`config.mk`:
```
export PLATFORM = sky130hd
export DESIGN_NAME = seven_seg_scan_ctrl_flat
export DESIGN_NICKNAME = d
export VERILOG_FILES = /design/src/rtl/seven_seg_scan_ctrl_pkg.sv /design/src/rtl/seven_seg_scan_ctrl_if.sv /design/src/rtl/seven_seg_scan_ctrl_decoder.sv /design/src/rtl/seven_seg_scan_ctrl.sv /design/src/flat_wrapper.sv
export SDC_FILE = /design/constraint.sdc
export NUM_CORES = 1
export LEC_CHECK = 0
export CELL_PAD_IN_SITES_DETAIL_PLACEMENT = 0
export CELL_PAD_IN_SITES_GLOBAL_PLACEMENT = 1
export CORE_ASPECT_RATIO = 1.25
export CORE_MARGIN = 4
export CORE_UTILIZATION = 40
export DETAILED_ROUTE_END_ITERATION = 6
export HOLD_SLACK_MARGIN = 0.02
export PLACE_DENSITY = 0.74
export SYNTH_ARGS = -nofsm -noshare
export SYNTH_HDL_FRONTEND = slang
export SYNTH_SLANG_ARGS = --single-unit
```
`constraint.sdc`:
```
create_clock -name clk -period 3.82 [get_ports clk]
set_clock_uncertainty 0.05 [all_clocks]
set_input_delay 0.764 -clock clk [delete_from_list [all_inputs] [get_ports clk]]
set_output_delay 0.764 -clock clk [all_outputs]
set_load 0.02 [all_outputs]
```
`src/rtl/seven_seg_scan_ctrl_pkg.sv`:
```
`default_nettype none
// ============================================================================
// Package    : seven_seg_pkg
// Description: Shared definitions for the two-digit seven-segment scan
//              controller: blank segment code, scan state encoding and the
//              default 12 MHz timing constants.
// Revision   : 1.0 - initial release
// ============================================================================
package seven_seg_pkg;

  // Active-low segment bus value with every segment dark.
  localparam logic [6:0] SEG_OFF = 7'h7F;

  // 1 ms per digit and 10 us of blanking at 12 MHz.
  localparam int DEFAULT_DIGIT_CYCLES = 12000;
  localparam int DEFAULT_BLANK_CYCLES = 120;

  // Bit 0 set = a digit is lit, bit 1 set = high-nibble half of the frame.
  typedef enum logic [1:0] {
    BLANK_LO = 2'd0,
    SHOW_LO  = 2'd1,
    BLANK_HI = 2'd2,
    SHOW_HI  = 2'd3
  } scan_state_t;

  function automatic int max_int(input int a, input int b);
    return (a > b) ? a : b;
  endfunction

endpackage
`default_nettype wire

```
`src/rtl/seven_seg_scan_ctrl_if.sv`:
```
`default_nettype none
// ============================================================================
// Interface  : seven_seg_scan_ctrl_if
// Description: Byte load handshake into the scan controller.
//   load_valid  producer -> controller  load_data is presented
//   load_data   producer -> controller  byte to display ([3:0] digit 0)
//   load_ready  controller -> producer  pending slot is free
//   Modports: master (producer side), slave (controller side).
// Revision   : 1.0 - initial release
// ============================================================================
interface seven_seg_scan_ctrl_if;
  logic       load_valid;
  logic [7:0] load_data;
  logic       load_ready;

  modport master (output load_valid, output load_data, input load_ready);
  modport slave  (input load_valid, input load_data, output load_ready);
endinterface
`default_nettype wire

```
`src/rtl/seven_seg_scan_ctrl_decoder.sv`:
```
`default_nettype none
// ============================================================================
// Module     : nibble_to_seven_seg
// Description: Hex nibble to active-low seven-segment pattern {g,f,e,d,c,b,a}.
//              Digits 0-9 get their usual glyphs; 10-15 share a fallback
//              glyph (segments a, d and g lit).
//   nibble  in   4  value to render
//   seg_n   out  7  active-low segment pattern
// Revision   : 1.0 - initial release
// ============================================================================
module nibble_to_seven_seg (
  input  logic [3:0] nibble,
  output logic [6:0] seg_n
);

  logic [6:0] seg_on;  // active-high pattern

  always_comb begin
    seg_on = 7'h49;
    case (nibble)
      4'h0: seg_on = 7'h3F;
      4'h1: seg_on = 7'h06;
      4'h2: seg_on = 7'h5B;
      4'h3: seg_on = 7'h4F;
      4'h4: seg_on = 7'h66;
      4'h5: seg_on = 7'h6D;
      4'h6: seg_on = 7'h7D;
      4'h7: seg_on = 7'h07;
      4'h8: seg_on = 7'h7F;
      4'h9: seg_on = 7'h6F;
      default: seg_on = 7'h49;
    endcase
  end

  assign seg_n = ~seg_on;

endmodule
`default_nettype wire

```
`src/rtl/seven_seg_scan_ctrl.sv`:
```
`default_nettype none
// ============================================================================
// Module     : seven_seg_scan_ctrl
// Description: Time-multiplexed scan controller for a two-digit, active-low,
//              common-segment seven-segment display. A byte accepted over the
//              load handshake is shown low nibble on digit 0, high nibble on
//              digit 1, with a blanking gap before each digit.
//   clk            in   1  system clock
//   rst            in   1  synchronous active-high reset
//   load           slave modport: load_valid / load_data[7:0] / load_ready
//   blank_leading  in   1  darken digit 1 when the displayed high nibble is 0
//   seg_n          out  7  active-low segments {g,f,e,d,c,b,a}
//   digit_sel      out  1  0 = digit 0, 1 = digit 1
//   frame_done     out  1  pulse on the last cycle of each frame
// Revision   : 1.0 - initial release
// ============================================================================
module seven_seg_scan_ctrl
  import seven_seg_pkg::*;
#(
  parameter int DIGIT_CYCLES = DEFAULT_DIGIT_CYCLES,
  parameter int BLANK_CYCLES = DEFAULT_BLANK_CYCLES
) (
  input  logic                 clk,
  input  logic                 rst,
  seven_seg_scan_ctrl_if.slave load,
  input  logic                 blank_leading,
  output logic [6:0]           seg_n,
  output logic                 digit_sel,
  output logic                 frame_done
);

  localparam int CNT_W = $clog2(max_int(DIGIT_CYCLES, BLANK_CYCLES));
  localparam logic [CNT_W-1:0] DIGIT_LAST = CNT_W'(DIGIT_CYCLES - 1);
  localparam logic [CNT_W-1:0] BLANK_LAST = CNT_W'(BLANK_CYCLES - 1);

  scan_state_t      state, state_next;
  logic [CNT_W-1:0] cnt, cnt_next;
  logic             phase_last;
  logic             frame_end;

  logic [7:0]       disp;
  logic [7:0]       pending;
  logic             pending_full;

  logic [3:0]       dec_nibble;
  logic [6:0]       dec_seg;
  logic [6:0]       seg_next;

  // ---------------- scan FSM ----------------
  always_ff @(posedge clk) begin
    if (rst) begin
      state <= BLANK_LO;
      cnt   <= '0;
    end else begin
      state <= state_next;
      cnt   <= cnt_next;
    end
  end

  always_comb begin
    state_next = state;
    cnt_next   = cnt + CNT_W'(1);
    phase_last = 1'b0;
    case (state)
      BLANK_LO, BLANK_HI: phase_last = (cnt == BLANK_LAST);
      default:            phase_last = (cnt == DIGIT_LAST);
    endcase
    if (phase_last) begin
      cnt_next = '0;
      case (state)
        BLANK_LO: state_next = SHOW_LO;
        SHOW_LO:  state_next = BLANK_HI;
        BLANK_HI: state_next = SHOW_HI;
        default:  state_next = BLANK_LO;
      endcase
    end
  end

  assign frame_end  = (state == SHOW_HI) && phase_last;
  assign frame_done = frame_end;

  // ---------------- segment path ----------------
  // Outputs are registered from the next state so they line up with the
  // state they belong to. Bit 1 of the state picks the nibble half.
  assign dec_nibble = state_next[1] ? disp[7:4] : disp[3:0];

  nibble_to_seven_seg u_decoder (
    .nibble (dec_nibble),
    .seg_n  (dec_seg)
  );

  always_comb begin
    seg_next = SEG_OFF;
    if (state_next == SHOW_LO) begin
      seg_next = dec_seg;
    end else if (state_next == SHOW_HI) begin
      if (!(blank_leading && (disp[7:4] == 4'h0))) begin
        seg_next = dec_seg;
      end
    end
  end

  always_ff @(posedge clk) begin
    if (rst) begin
      seg_n     <= SEG_OFF;
      digit_sel <= 1'b0;
    end else begin
      seg_n     <= seg_next;
      digit_sel <= state_next[1];
    end
  end

  // ---------------- load handshake ----------------
  // The frame boundary drain and a new capture are exclusive: capture needs
  // the slot empty, drain needs it full.
  assign load.load_ready = !pending_full;

  always_ff @(posedge clk) begin
    if (rst) begin
      disp         <= 8'h00;
      pending      <= 8'h00;
      pending_full <= 1'b0;
    end else if (frame_end && pending_full) begin
      disp         <= pending;
      pending_full <= 1'b0;
    end else if (load.load_valid && !pending_full) begin
      pending      <= load.load_data;
      pending_full <= 1'b1;
    end
  end

endmodule
`default_nettype wire

```
`src/flat_wrapper.sv`:
```
// flat-port wrapper written by rule: the top's interface ports become plain ports
module seven_seg_scan_ctrl_flat import seven_seg_pkg::*;
#(
  parameter int DIGIT_CYCLES = DEFAULT_DIGIT_CYCLES,
  parameter int BLANK_CYCLES = DEFAULT_BLANK_CYCLES
)
  (clk, rst, blank_leading, seg_n, digit_sel, frame_done, load_load_valid, load_load_data, load_load_ready);
  seven_seg_scan_ctrl_if load_i ();
  input  logic clk;
  input  logic rst;
  input  logic blank_leading;
  output logic [6:0] seg_n;
  output logic digit_sel;
  output logic frame_done;
  input wire logic [$bits(load_i.load_valid)-1:0] load_load_valid;
  input wire logic [$bits(load_i.load_data)-1:0] load_load_data;
  output wire logic [$bits(load_i.load_ready)-1:0] load_load_ready;
  assign load_i.load_valid = load_load_valid;
  assign load_i.load_data = load_load_data;
  assign load_load_ready = load_i.load_ready;
  seven_seg_scan_ctrl #(.DIGIT_CYCLES(DIGIT_CYCLES), .BLANK_CYCLES(BLANK_CYCLES)) u_core (.clk(clk), .rst(rst), .load(load_i), .blank_leading(blank_leading), .seg_n(seg_n), .digit_sel(digit_sel), .frame_done(frame_done));
endmodule
```
==> run summary <==
Outcome: finished clean
Kind of critical path: register to output pin
CTS tree: built
Syn Nets: 215
Net count, final: 239
Power density cells: 332.7 mW/mm²
Asr flop ratio synth: 0%
Setup bufs post-CTS: 0
Pre-antenna DRT Iters: 4
Synthesized area: 0.001851 mm²
Worst path slowest cell: clkdlybuf4s50_1
Starting Density: 41.82%
Die Footprint: 0.005785 mm²
Grt met2 use: 24.76%
Vias in the first global route: 1366
Required time of the worst setup path: 3.01 ns
Post-layout minimum cycle time: 3.117 ns
Yosys warnings: 0
PostCTS Resize Cnt: 0
GRT Util Overall: 14.28%
Non-Filler Instances: 276
RR Startpoint: u_core.cnt[3]$_SDFF_PP0_
Total number of vias: 1350
Final Power: 0.7280 mW
Depth of the CTS H-tree: 2
Max Buffers Root-to-Sink: 2
HPWL Detailed: 2.693 mm
PortBufs: 21
Sequential fraction of the synthesis area: 43.27%
DRT antenna net count: 0
Drt total wl: 3.479 mm
Hold crit path type: register to register
GRT busiest layer: met2
Final hold vios: 0
Max-slew violations: 0
Fill cell count: 424
Crit path buffers/inverters: 1
Vias/cell: 4.891
RSZ-0062 raised after global routing: false
Post-DP Area: 0.002111 mm²
Average cell area after synthesis: 9.539 µm²
Crit path launch type: register
Area Overhead vs Synth: 18.26%
GR Util met1: 15.56%
Peak per-stage delay on the critical path: 0.63 ns
Commonest register cell after synthesis: dfxtp_1
CP startpoint: u_core.cnt[3]$_SDFF_PP0_
Max_slew headroom: 42.96%
Largest net degree at the start of global routing: 23
Clk_lat worst skew: 0.29 ns
WL/cell: 12.61 µm
Hold Crit Start: u_core.cnt[0]$_SDFF_PP0_
Yosys cell types: 36
Delay-heaviest family, CP: simple AND/OR/NAND/NOR gates
Die Wd: 68.84 µm
Antenna violations before repair: 0
Crit. End Element: output pin
Met3 Use GR: 4.178%
Root buffer cell: clkbuf_8
Crit path cell chain: or4b_1 > o21ai_2 > nand4b_4 > nor2_1 > clkdlybuf4s50_1
Placed cells: 269
Max FO, Critical Path: 6
# clock sinks: 40
Worst VDD drop: 0.0002249 V
Fin Hold WS: 0.4100 ns
Fmax: 320.8 MHz
Final period utilization: 81.61%
Core area: 0.004425 mm²
Number of synthesized flops with an enable pin: 0
First-pass GRT wire length: 6.292 mm
Cts bufs inserted: 5
LEAKAGE: 0.9256 nW
Max_cap viols: 0
Flip-flop and latch count after synthesis: 40
Synth Instances: 194
Worst Tran Pin Value: 0.8539 ns
Chip height: 84.05 µm
Hold_buf cts: 0
Rows: 27
DRC: 0
Critical Path AT: 2.30 ns
Clock Pin Slew Worst Setup and Hold Paths: 0.07 ns
Ports: 22
Final Setup Violations: 0
ANT cells: 0
Layout cells sized above 1: 8.716%
Drt initial violations: 88
GRT overflow: 0
Cell area after layout: 0.002188 mm²
Final Wtd Congestion: 0.8997
Setup TNS: 0 ns
Yosys cell counts, drive strengths merged, types with 2 or more instances:
cell type,number,share of area [%]
a21oi,2,0.54
buf,2,1.0
clkbuf,3,0.61
dfxtp,40,43
ha,9,6.1
inv,8,1.6
mux2,5,3.0
mux2i,22,13
nand2,8,1.6
nand2b,2,0.68
nand3,8,2.2
nand3b,2,0.81
nand4,3,1.0
nor2,44,8.9
nor3,3,1.1
o21ai,7,2.3
xnor2,5,2.4
xor2,7,3.3
final timing paths:
kind | end | slack (ns) | depth (start not counted)
worst max register to register | u_core.seg_n[4]$_SDFF_PP1_ | 0.97 | 8
worst min register to register | u_core.cnt[0]$_SDFF_PP0_ | 0.41 | 1
worst max-delay path | frame_done | 0.70 | 5
worst min-delay path | u_core.cnt[0]$_SDFF_PP0_ | 0.41 | 1
cells in the final DEF (no fill, tap or decap), types with 7 or more instances in the layout:
| cell | n |
|---|---|
| nor2_1 | 44 |
| ha_1 | 9 |
| nand3_1 | 8 |
| inv_1 | 8 |
| clkdlybuf4s50_1 | 21 |
| mux2i_1 | 21 |
| xor2_1 | 7 |
| nand2_1 | 8 |
| dfxtp_1 | 40 |
where the power goes:
part / switching [mW] / total, mW / internal [mW]
registers: 0.00514 / 0.431 / 0.425
logic: 0.0168 / 0.0382 / 0.0214
clock network: 0.135 / 0.259 / 0.124
total: 0.157 / 0.728 / 0.571
registers in the layout, indices dropped and copies added, names as in the netlist:
register / cells
u_core.pending: 8
u_core.seg_n: 7
u_core.state: 2
u_core.pending_full: 1
u_core.cnt: 14
u_core.disp: 8
worst reg2reg max path, delay by kind of cell (launching register included):
| kind | cells | cell delay (ns) |
|---|---|---|
| multiplexers | 2 | 0.89 |
| AO/OA/AOI/OAI | 3 | 0.55 |
| AND/OR/NAND/NOR | 2 | 0.72 |
| adder cells (fa/ha/maj) | 1 | 0.20 |
| flip-flops | 1 | 0.37 |
layer usage:
metal	vias to the layer above	wire (µm)
met5	-	0
met4	0	71
met3	5	110
met2	16	1909
met1	628	1388
li1	701	-
stage by stage:
stage	utilization, %	setup WS (ns)
after floorplan	-	1.175
after global placement	47.70	1.063
after detailed placement	47.70	0.9823
after CTS	49.45	0.6845
after global routing	49.45	0.5676
final	49.45	0.7026
cells by family (layout without fill, tap and decap cells):
| group | Yosys count | count (layout) | synth area share (%) |
|---|---|---|---|
| and+or+nand+nor | 78 | 78 | 20.62 |
| adders and majority gates | 9 | 9 | 6.085 |
| DFF | 40 | 40 | 43.27 |
| buffers and inverters | 13 | 37 | 3.245 |
| AOI/OAI and AO/OA | 15 | 15 | 5.477 |
| xor gates and xnor gates | 12 | 12 | 5.679 |
| muxes | 27 | 27 | 15.62 |
layout make-up:
cell class,count,area (µm²),area share [%]
clock inverters,1,5.005,0.2287
repair buffers,22,217.7,9.949
well taps,58,72.57,3.316
inverters,8,30.03,1.372
multi-input cells,141,989.7,45.23
clock buffers,6,72.57,3.316
flip-flops and latches,40,800.8,36.59
No activity file was read; power rests on OpenSTA's default activity.
